<file path="src/rtl/pipeline_hazard_ctrl_if.sv">
// Pipeline-side handshake/control bundle for pipeline_hazard_ctrl.
// master = pipeline datapath, slave = hazard controller.
interface pipeline_hazard_ctrl_if #(
    parameter int CNT_W = 16
);
    logic             ihit;
    logic             dhit;
    logic             mem_req;
    logic             ex_memread;
    logic [4:0]       ex_rd;
    logic [4:0]       id_rs;
    logic [4:0]       id_rt;
    logic             branch_mem;
    logic             jump_id;
    logic             halt_mem;

    logic             pc_en;
    logic             if_id_en;
    logic             id_ex_en;
    logic             ex_mem_en;
    logic             mem_wb_en;
    logic             if_id_flush;
    logic             id_ex_flush;
    logic             ex_mem_flush;
    logic             mem_wb_flush;
    logic             dmem_mask;
    logic             halt_out;
    logic [CNT_W-1:0] stall_count;

    modport master (
        output ihit, dhit, mem_req, ex_memread, ex_rd, id_rs, id_rt,
               branch_mem, jump_id, halt_mem,
        input  pc_en, if_id_en, id_ex_en, ex_mem_en, mem_wb_en,
               if_id_flush, id_ex_flush, ex_mem_flush, mem_wb_flush,
               dmem_mask, halt_out, stall_count
    );

    modport slave (
        input  ihit, dhit, mem_req, ex_memread, ex_rd, id_rs, id_rt,
               branch_mem, jump_id, halt_mem,
        output pc_en, if_id_en, id_ex_en, ex_mem_en, mem_wb_en,
               if_id_flush, id_ex_flush, ex_mem_flush, mem_wb_flush,
               dmem_mask, halt_out, stall_count
    );
endinterface

</file>
<file path="src/rtl/pipeline_hazard_ctrl.sv">
// Hazard/stall sequencer for the 5-stage pipeline: per-register advance/hold/flush,
// data-memory access tracking FSM, sticky halt and saturating stall counter.
module pipeline_hazard_ctrl #(
    parameter int CNT_W = 16
) (
    input  logic                  CLK,
    input  logic                  RST,
    pipeline_hazard_ctrl_if.slave bus
);
    typedef enum logic [1:0] {RUN, DWAIT, DDONE, HALT} state_t;

    state_t           state_r;
    state_t           next_state_s;
    logic             advance_s;
    logic             capture_s;
    logic             load_use_s;
    logic             halt_r;
    logic [CNT_W-1:0] stall_count_r;

    logic pc_en_s, if_id_en_s, id_ex_en_s, ex_mem_en_s, mem_wb_en_s;
    logic if_id_flush_s, id_ex_flush_s, ex_mem_flush_s, mem_wb_flush_s;

    assign load_use_s = bus.ex_memread && (bus.ex_rd != 5'd0) &&
                        ((bus.ex_rd == bus.id_rs) || (bus.ex_rd == bus.id_rt));

    // State register.
    always_ff @(posedge CLK) begin
        if (RST) begin
            state_r <= RUN;
        end else begin
            state_r <= next_state_s;
        end
    end

    // Next state, advance decision and the load-data capture on the dhit-without-ihit cycle.
    always_comb begin
        next_state_s = state_r;
        advance_s    = 1'b0;
        capture_s    = 1'b0;
        case (state_r)
            RUN: begin
                if (bus.halt_mem) begin
                    next_state_s = HALT;
                end else if (bus.mem_req && !bus.dhit) begin
                    next_state_s = DWAIT;
                end else if (bus.mem_req && bus.dhit && !bus.ihit) begin
                    next_state_s = DDONE;
                    capture_s    = 1'b1;
                end else if (bus.ihit) begin
                    advance_s    = 1'b1;
                end else begin
                    next_state_s = RUN;
                end
            end
            DWAIT: begin
                if (bus.dhit && bus.ihit) begin
                    next_state_s = RUN;
                    advance_s    = 1'b1;
                end else if (bus.dhit) begin
                    next_state_s = DDONE;
                    capture_s    = 1'b1;
                end else begin
                    next_state_s = DWAIT;
                end
            end
            DDONE: begin
                if (bus.ihit) begin
                    next_state_s = RUN;
                    advance_s    = 1'b1;
                end else begin
                    next_state_s = DDONE;
                end
            end
            HALT: begin
                next_state_s = HALT;
            end
            default: begin
                next_state_s = RUN;
            end
        endcase
    end

    // Per-register enables and flushes; branch beats load-use beats jump.
    always_comb begin
        pc_en_s        = 1'b0;
        if_id_en_s     = 1'b0;
        id_ex_en_s     = 1'b0;
        ex_mem_en_s    = 1'b0;
        mem_wb_en_s    = capture_s;
        if_id_flush_s  = 1'b0;
        id_ex_flush_s  = 1'b0;
        ex_mem_flush_s = 1'b0;
        mem_wb_flush_s = 1'b0;
        if (advance_s) begin
            ex_mem_en_s = 1'b1;
            mem_wb_en_s = 1'b1;
            // A completed access already sits in MEM/WB; do not capture it twice.
            mem_wb_flush_s = (state_r == DDONE);
            if (bus.branch_mem) begin
                pc_en_s        = 1'b1;
                if_id_en_s     = 1'b1;
                id_ex_en_s     = 1'b1;
                if_id_flush_s  = 1'b1;
                id_ex_flush_s  = 1'b1;
                ex_mem_flush_s = 1'b1;
            end else if (load_use_s) begin
                id_ex_flush_s  = 1'b1;
            end else if (bus.jump_id) begin
                pc_en_s        = 1'b1;
                if_id_en_s     = 1'b1;
                id_ex_en_s     = 1'b1;
                if_id_flush_s  = 1'b1;
            end else begin
                pc_en_s        = 1'b1;
                if_id_en_s     = 1'b1;
                id_ex_en_s     = 1'b1;
            end
        end else begin
            pc_en_s = 1'b0;
        end
    end

    // Sticky halt flag, visible the cycle after HALT is entered.
    always_ff @(posedge CLK) begin
        if (RST) begin
            halt_r <= 1'b0;
        end else begin
            halt_r <= halt_r || (next_state_s == HALT);
        end
    end

    // Saturating count of non-advancing, non-halted cycles.
    always_ff @(posedge CLK) begin
        if (RST) begin
            stall_count_r <= {CNT_W{1'b0}};
        end else if (!advance_s && (state_r != HALT) && (stall_count_r != {CNT_W{1'b1}})) begin
            stall_count_r <= stall_count_r + {{(CNT_W-1){1'b0}}, 1'b1};
        end else begin
            stall_count_r <= stall_count_r;
        end
    end

    assign bus.pc_en        = pc_en_s;
    assign bus.if_id_en     = if_id_en_s;
    assign bus.id_ex_en     = id_ex_en_s;
    assign bus.ex_mem_en    = ex_mem_en_s;
    assign bus.mem_wb_en    = mem_wb_en_s;
    assign bus.if_id_flush  = if_id_flush_s;
    assign bus.id_ex_flush  = id_ex_flush_s;
    assign bus.ex_mem_flush = ex_mem_flush_s;
    assign bus.mem_wb_flush = mem_wb_flush_s;
    assign bus.dmem_mask    = (state_r == DDONE);
    assign bus.halt_out     = halt_r;
    assign bus.stall_count  = stall_count_r;
endmodule

</file>
<file path="src/flat_wrapper.sv">
// flat-port wrapper written by rule: the top's interface ports become plain ports
module pipeline_hazard_ctrl_flat 
#(
    parameter int CNT_W = 16
)
  (CLK, RST, bus_ihit, bus_dhit, bus_mem_req, bus_ex_memread, bus_ex_rd, bus_id_rs, bus_id_rt, bus_branch_mem, bus_jump_id, bus_halt_mem, bus_pc_en, bus_if_id_en, bus_id_ex_en, bus_ex_mem_en, bus_mem_wb_en, bus_if_id_flush, bus_id_ex_flush, bus_ex_mem_flush, bus_mem_wb_flush, bus_dmem_mask, bus_halt_out, bus_stall_count);
  pipeline_hazard_ctrl_if #(.CNT_W(CNT_W)) bus_i ();
  input  logic CLK;
  input  logic RST;
  input wire logic [$bits(bus_i.ihit)-1:0] bus_ihit;
  input wire logic [$bits(bus_i.dhit)-1:0] bus_dhit;
  input wire logic [$bits(bus_i.mem_req)-1:0] bus_mem_req;
  input wire logic [$bits(bus_i.ex_memread)-1:0] bus_ex_memread;
  input wire logic [$bits(bus_i.ex_rd)-1:0] bus_ex_rd;
  input wire logic [$bits(bus_i.id_rs)-1:0] bus_id_rs;
  input wire logic [$bits(bus_i.id_rt)-1:0] bus_id_rt;
  input wire logic [$bits(bus_i.branch_mem)-1:0] bus_branch_mem;
  input wire logic [$bits(bus_i.jump_id)-1:0] bus_jump_id;
  input wire logic [$bits(bus_i.halt_mem)-1:0] bus_halt_mem;
  output wire logic [$bits(bus_i.pc_en)-1:0] bus_pc_en;
  output wire logic [$bits(bus_i.if_id_en)-1:0] bus_if_id_en;
  output wire logic [$bits(bus_i.id_ex_en)-1:0] bus_id_ex_en;
  output wire logic [$bits(bus_i.ex_mem_en)-1:0] bus_ex_mem_en;
  output wire logic [$bits(bus_i.mem_wb_en)-1:0] bus_mem_wb_en;
  output wire logic [$bits(bus_i.if_id_flush)-1:0] bus_if_id_flush;
  output wire logic [$bits(bus_i.id_ex_flush)-1:0] bus_id_ex_flush;
  output wire logic [$bits(bus_i.ex_mem_flush)-1:0] bus_ex_mem_flush;
  output wire logic [$bits(bus_i.mem_wb_flush)-1:0] bus_mem_wb_flush;
  output wire logic [$bits(bus_i.dmem_mask)-1:0] bus_dmem_mask;
  output wire logic [$bits(bus_i.halt_out)-1:0] bus_halt_out;
  output wire logic [$bits(bus_i.stall_count)-1:0] bus_stall_count;
  assign bus_i.ihit = bus_ihit;
  assign bus_i.dhit = bus_dhit;
  assign bus_i.mem_req = bus_mem_req;
  assign bus_i.ex_memread = bus_ex_memread;
  assign bus_i.ex_rd = bus_ex_rd;
  assign bus_i.id_rs = bus_id_rs;
  assign bus_i.id_rt = bus_id_rt;
  assign bus_i.branch_mem = bus_branch_mem;
  assign bus_i.jump_id = bus_jump_id;
  assign bus_i.halt_mem = bus_halt_mem;
  assign bus_pc_en = bus_i.pc_en;
  assign bus_if_id_en = bus_i.if_id_en;
  assign bus_id_ex_en = bus_i.id_ex_en;
  assign bus_ex_mem_en = bus_i.ex_mem_en;
  assign bus_mem_wb_en = bus_i.mem_wb_en;
  assign bus_if_id_flush = bus_i.if_id_flush;
  assign bus_id_ex_flush = bus_i.id_ex_flush;
  assign bus_ex_mem_flush = bus_i.ex_mem_flush;
  assign bus_mem_wb_flush = bus_i.mem_wb_flush;
  assign bus_dmem_mask = bus_i.dmem_mask;
  assign bus_halt_out = bus_i.halt_out;
  assign bus_stall_count = bus_i.stall_count;
  pipeline_hazard_ctrl #(.CNT_W(CNT_W)) u_core (.CLK(CLK), .RST(RST), .bus(bus_i));
endmodule
</file>
<file path="config.mk">
export PLATFORM = sky130hd
export DESIGN_NAME = pipeline_hazard_ctrl_flat
export DESIGN_NICKNAME = d
export VERILOG_FILES = /design/src/rtl/pipeline_hazard_ctrl_if.sv /design/src/rtl/pipeline_hazard_ctrl.sv /design/src/flat_wrapper.sv
export SDC_FILE = /design/constraint.sdc
export NUM_CORES = 1
export LEC_CHECK = 0
export CAP_MARGIN = 5
export CORE_MARGIN = 8
export CORE_UTILIZATION = 25
export DETAILED_ROUTE_END_ITERATION = 16
export PLACE_DENSITY = 0.51
export SLEW_MARGIN = 20
export SYNTH_ARGS = -nofsm -noshare
export SYNTH_HDL_FRONTEND = slang
export SYNTH_SLANG_ARGS = --single-unit
export TNS_END_PERCENT = 100
</file>
<file path="constraint.sdc">
create_clock -name CLK -period 2.6 [get_ports CLK]
set_clock_uncertainty 0.2 [all_clocks]
set_input_delay 0.26 -clock CLK [delete_from_list [all_inputs] [get_ports CLK]]
set_output_delay 0.26 -clock CLK [all_outputs]
set_load 0.01 [all_outputs]
</file>
==> flow_summary.json <==
{
  "grt_pass1_wl_um": 6180,
  "synthTopCellsByArea": "dfxtp_1 (31%), a21oi_1 (9.1%), or4_1 (6.2%)",
  "wl_per_cell_um": 14.4,
  "setup_viol": 0,
  "fmax_mhz": 398,
  "r2r_start": "u_core.bus.stall_count[0]$_SDFFE_PP0P_",
  "syn2layout_area_growth_pct": 51.2,
  "cts_sinks": 19,
  "cp_num_cells": 7,
  "slew_viol_final": 0,
  "dr.first_iter.drc_count": 20,
  "cts_root_buffer": "clkbuf_8",
  "post-route-min-period_ns": 2.51,
  "htree_levels": 1,
  "syn_area_um2": 1210,
  "slew_headroom_pct": 50.5,
  "wirelength_um": 3700,
  "core_um2": 4690,
  "reg2reg_to": "u_core.bus.stall_count[13]$_SDFFE_PP0P_",
  "rows": 25,
  "period_share_pct": 96.7,
  "crit_end": "bus_if_id_flush",
  "setup_tns_ns": 0,
  "critPathBufInv": 3,
  "tightest_slew_ns": 0.740,
  "endpoint_kind": "primary output",
  "crit_path_top_delay_cell": "or4_1",
  "antenna_cells": 0,
  "die_height_um": 85.6,
  "via_count": 1335,
  "maxCapViolations": 0,
  "nets": 230,
  "synth_top_area_share_pct": 31.4,
  "outcome": "finished, final reports clean",
  "die_width_um": 85.6,
  "critPathLaunchType": "primary input",
  "drc": 0,
  "cts_tree": "done",
  "drtPass1Iterations": 4,
  "portBuffers": 50,
  "rsz0062_at_grt": "false",
  "worstSkewPairLatency_ns": 0.26,
  "hold_viol": 0,
  "start_util_pct": 25.8,
  "min_path_type": "flip-flop to flip-flop",
  "seq_area_frac_synth_pct": 31.4,
  "synth_area_leader_cell": "dfxtp_1",
  "rrSetupSlack_ns": 0.48,
  "critPathRequiredTime_ns": 2.14,
  "layout_commonest_cell": "clkdlybuf4s50_1",
  "avgViaCountPerCell": 5.17,
  "drive_above_1_share_pct": 8.82,
  "grt_pass1_vias": 1334,
  "syn_area_per_cell_um2": 7.91,
  "grt-ovfl-total": 0,
  "crit_path_max_fanout": 2,
  "fill_cells": 488,
  "dieArea_um2": 7320,
  "syn_nets": 178,
  "place_congestion": 0.792,
  "antenna_found_initial": 0,
  "clkTransAtPathRegs_ns": 0.07,
  "ys_warn_count": 0,
  "dp_hpwl_um": 2800,
  "powerDensity_nw_per_um2": 398,
  "startpoint": "bus_ex_rd[0]",
  "synth.distinct_cells": 33,
  "ys_ff_latch": 19,
  "mostFrequentLayoutCells": "clkdlybuf4s50_1 (45), a21oi_1 (20), dfxtp_1 (18), nand3_1 (10), or4_1 (10)",
  "slowest_delay_ns": 0.54,
  "critical_path_class": "primary input to primary output",
  "numCtsBuffers": 3,
  "utilization_pct": 39.0,
  "grt_max_degree": 25,
  "grtUsageTotal_pct": 10.1,
  "p_leak_nw": 0.626,
  "cp_cell_sequence": "clkdlybuf4s50_1 -> or4_1 -> o21ai_2 -> a21oi_2 -> buf_4 -> a211oi_1 -> clkdlybuf4s15_1",
  "final_antenna_net_count": 0,
  "ir_worst_vdd_mv": 0.156,
  "arrival_ns": 2.05,
  "rr_worst_depth": 6,
  "ioPinCount": 51,
  "clock_path_buffers": 2,
  "syn_inst": 153,
  "cp_top_family": "buffers and inverters"
}
-- worst min-delay path by stage --
stage                                      startpoint                                     end  slack [ns]  cells past startpoint
2_1_floorplan                                bus_ihit            u_core.state_r[1]$_SDFF_PP0_        0.26                      2
3_3_place_gp   u_core.bus.stall_count[7]$_SDFFE_PP0P_  u_core.bus.stall_count[7]$_SDFFE_PP0P_        0.28                      2
3_5_place_dp   u_core.bus.stall_count[7]$_SDFFE_PP0P_  u_core.bus.stall_count[7]$_SDFFE_PP0P_        0.30                      2
4_1_cts        u_core.bus.stall_count[7]$_SDFFE_PP0P_  u_core.bus.stall_count[7]$_SDFFE_PP0P_        0.31                      2
5_1_grt        u_core.bus.stall_count[7]$_SDFFE_PP0P_  u_core.bus.stall_count[7]$_SDFFE_PP0P_        0.33                      2
6_report       u_core.bus.stall_count[7]$_SDFFE_PP0P_  u_core.bus.stall_count[7]$_SDFFE_PP0P_        0.31                      2
-- cell usage after synthesis --
| library cell | number |
|---|---|
| a211oi_1 | 4 |
| a21o_1 | 2 |
| a21oi_1 | 22 |
| a311oi_1 | 1 |
| and2_1 | 1 |
| and2_4 | 1 |
| and3_1 | 3 |
| and4_1 | 1 |
| buf_2 | 3 |
| buf_4 | 3 |
| buf_6 | 1 |
| clkbuf_1 | 4 |
| dfxtp_1 | 19 |
| ha_1 | 1 |
| inv_1 | 4 |
| nand2_1 | 4 |
| nand2b_1 | 4 |
| nand3_1 | 10 |
| nand4_1 | 3 |
| nor2_1 | 8 |
| nor2b_1 | 3 |
| nor3_1 | 3 |
| o2111ai_1 | 2 |
| o21a_1 | 2 |
| o21ai_0 | 7 |
| o21bai_1 | 1 |
| o31ai_1 | 9 |
| or2_2 | 1 |
| or3_1 | 2 |
| or3b_2 | 1 |
| or4_1 | 10 |
| xnor2_1 | 7 |
| xor2_1 | 6 |
-- metal layers --
metal / vias to the layer above / share of wire (%) / global-route usage (%)
met1: 617 / 50 / 12.5
met4: 0 / 0.92 / 2.87
met5: - / 0 / 0
li1: 668 / - / -
met3: 5 / 6.9 / 2.96
met2: 45 / 42 / 16.4
-- worst min-delay path, delay by kind of cell (launching register included) --
kind | cells | cell delay [ns]
AOI/OAI and AO/OA | 2 | 0.13
DFF | 1 | 0.33
-- flip-flops by register name, indices dropped and copies added, names as in the netlist --
name	cells
u_core.bus.halt_out	1
u_core.bus.stall_count	16
u_core.state_r	2
-- through the flow --
stage	hold WS [ns]	total power [mW]	cells	cell area, µm²	setup slack (ns)
3_3_place_gp	0.282	0.525	253	1770	-0.117
4_1_cts	0.312	0.733	258	1820	0.0629
5_1_grt	0.326	0.770	258	1830	0.0173
6_report	0.307	0.728	258	1830	0.0856
2_1_floorplan	0.263	0.429	153	1210	0.665
3_5_place_dp	0.298	0.529	253	1770	-0.157
-- area by class of cell --
class,instances,area [µm²],share of cell area (%)
multi-input combinational,119,762,41.7
timing repair buffer,58,558,30.5
sequential,19,382,20.9
tap,54,67.6,3.69
clock buffer,4,45.0,2.46
inverter,4,15.0,0.821
-- kinds of logic after synthesis --
| group | after synthesis | synth area share, % |
|---|---|---|
| and+or+nand+nor | 55 | 26.3 |
| buffers and inverters | 15 | 6.51 |
| adders and majority gates | 1 | 1.03 |
| DFF | 19 | 31.4 |
| xor gates and xnor gates | 13 | 9.41 |
| AOI/OAI and AO/OA | 50 | 25.3 |
-- where the power goes --
group	internal [mW]	switching [mW]	total [mW]	leakage, nW
clock	0.109	0.0988	0.208	0.0228
combinational	0.111	0.0883	0.200	0.449
sequential	0.303	0.0174	0.320	0.155
total	0.523	0.205	0.728	0.626
-- timing repair --
item | in CTS | in global routing
resized for setup | 7 | 6
endpoints found under the setup margin | 5 | 4
hold buffers | 0 | 0
pin swaps | 1 | 0
buffers inserted | 1 | 0
(Power assumes the default switching activity.)
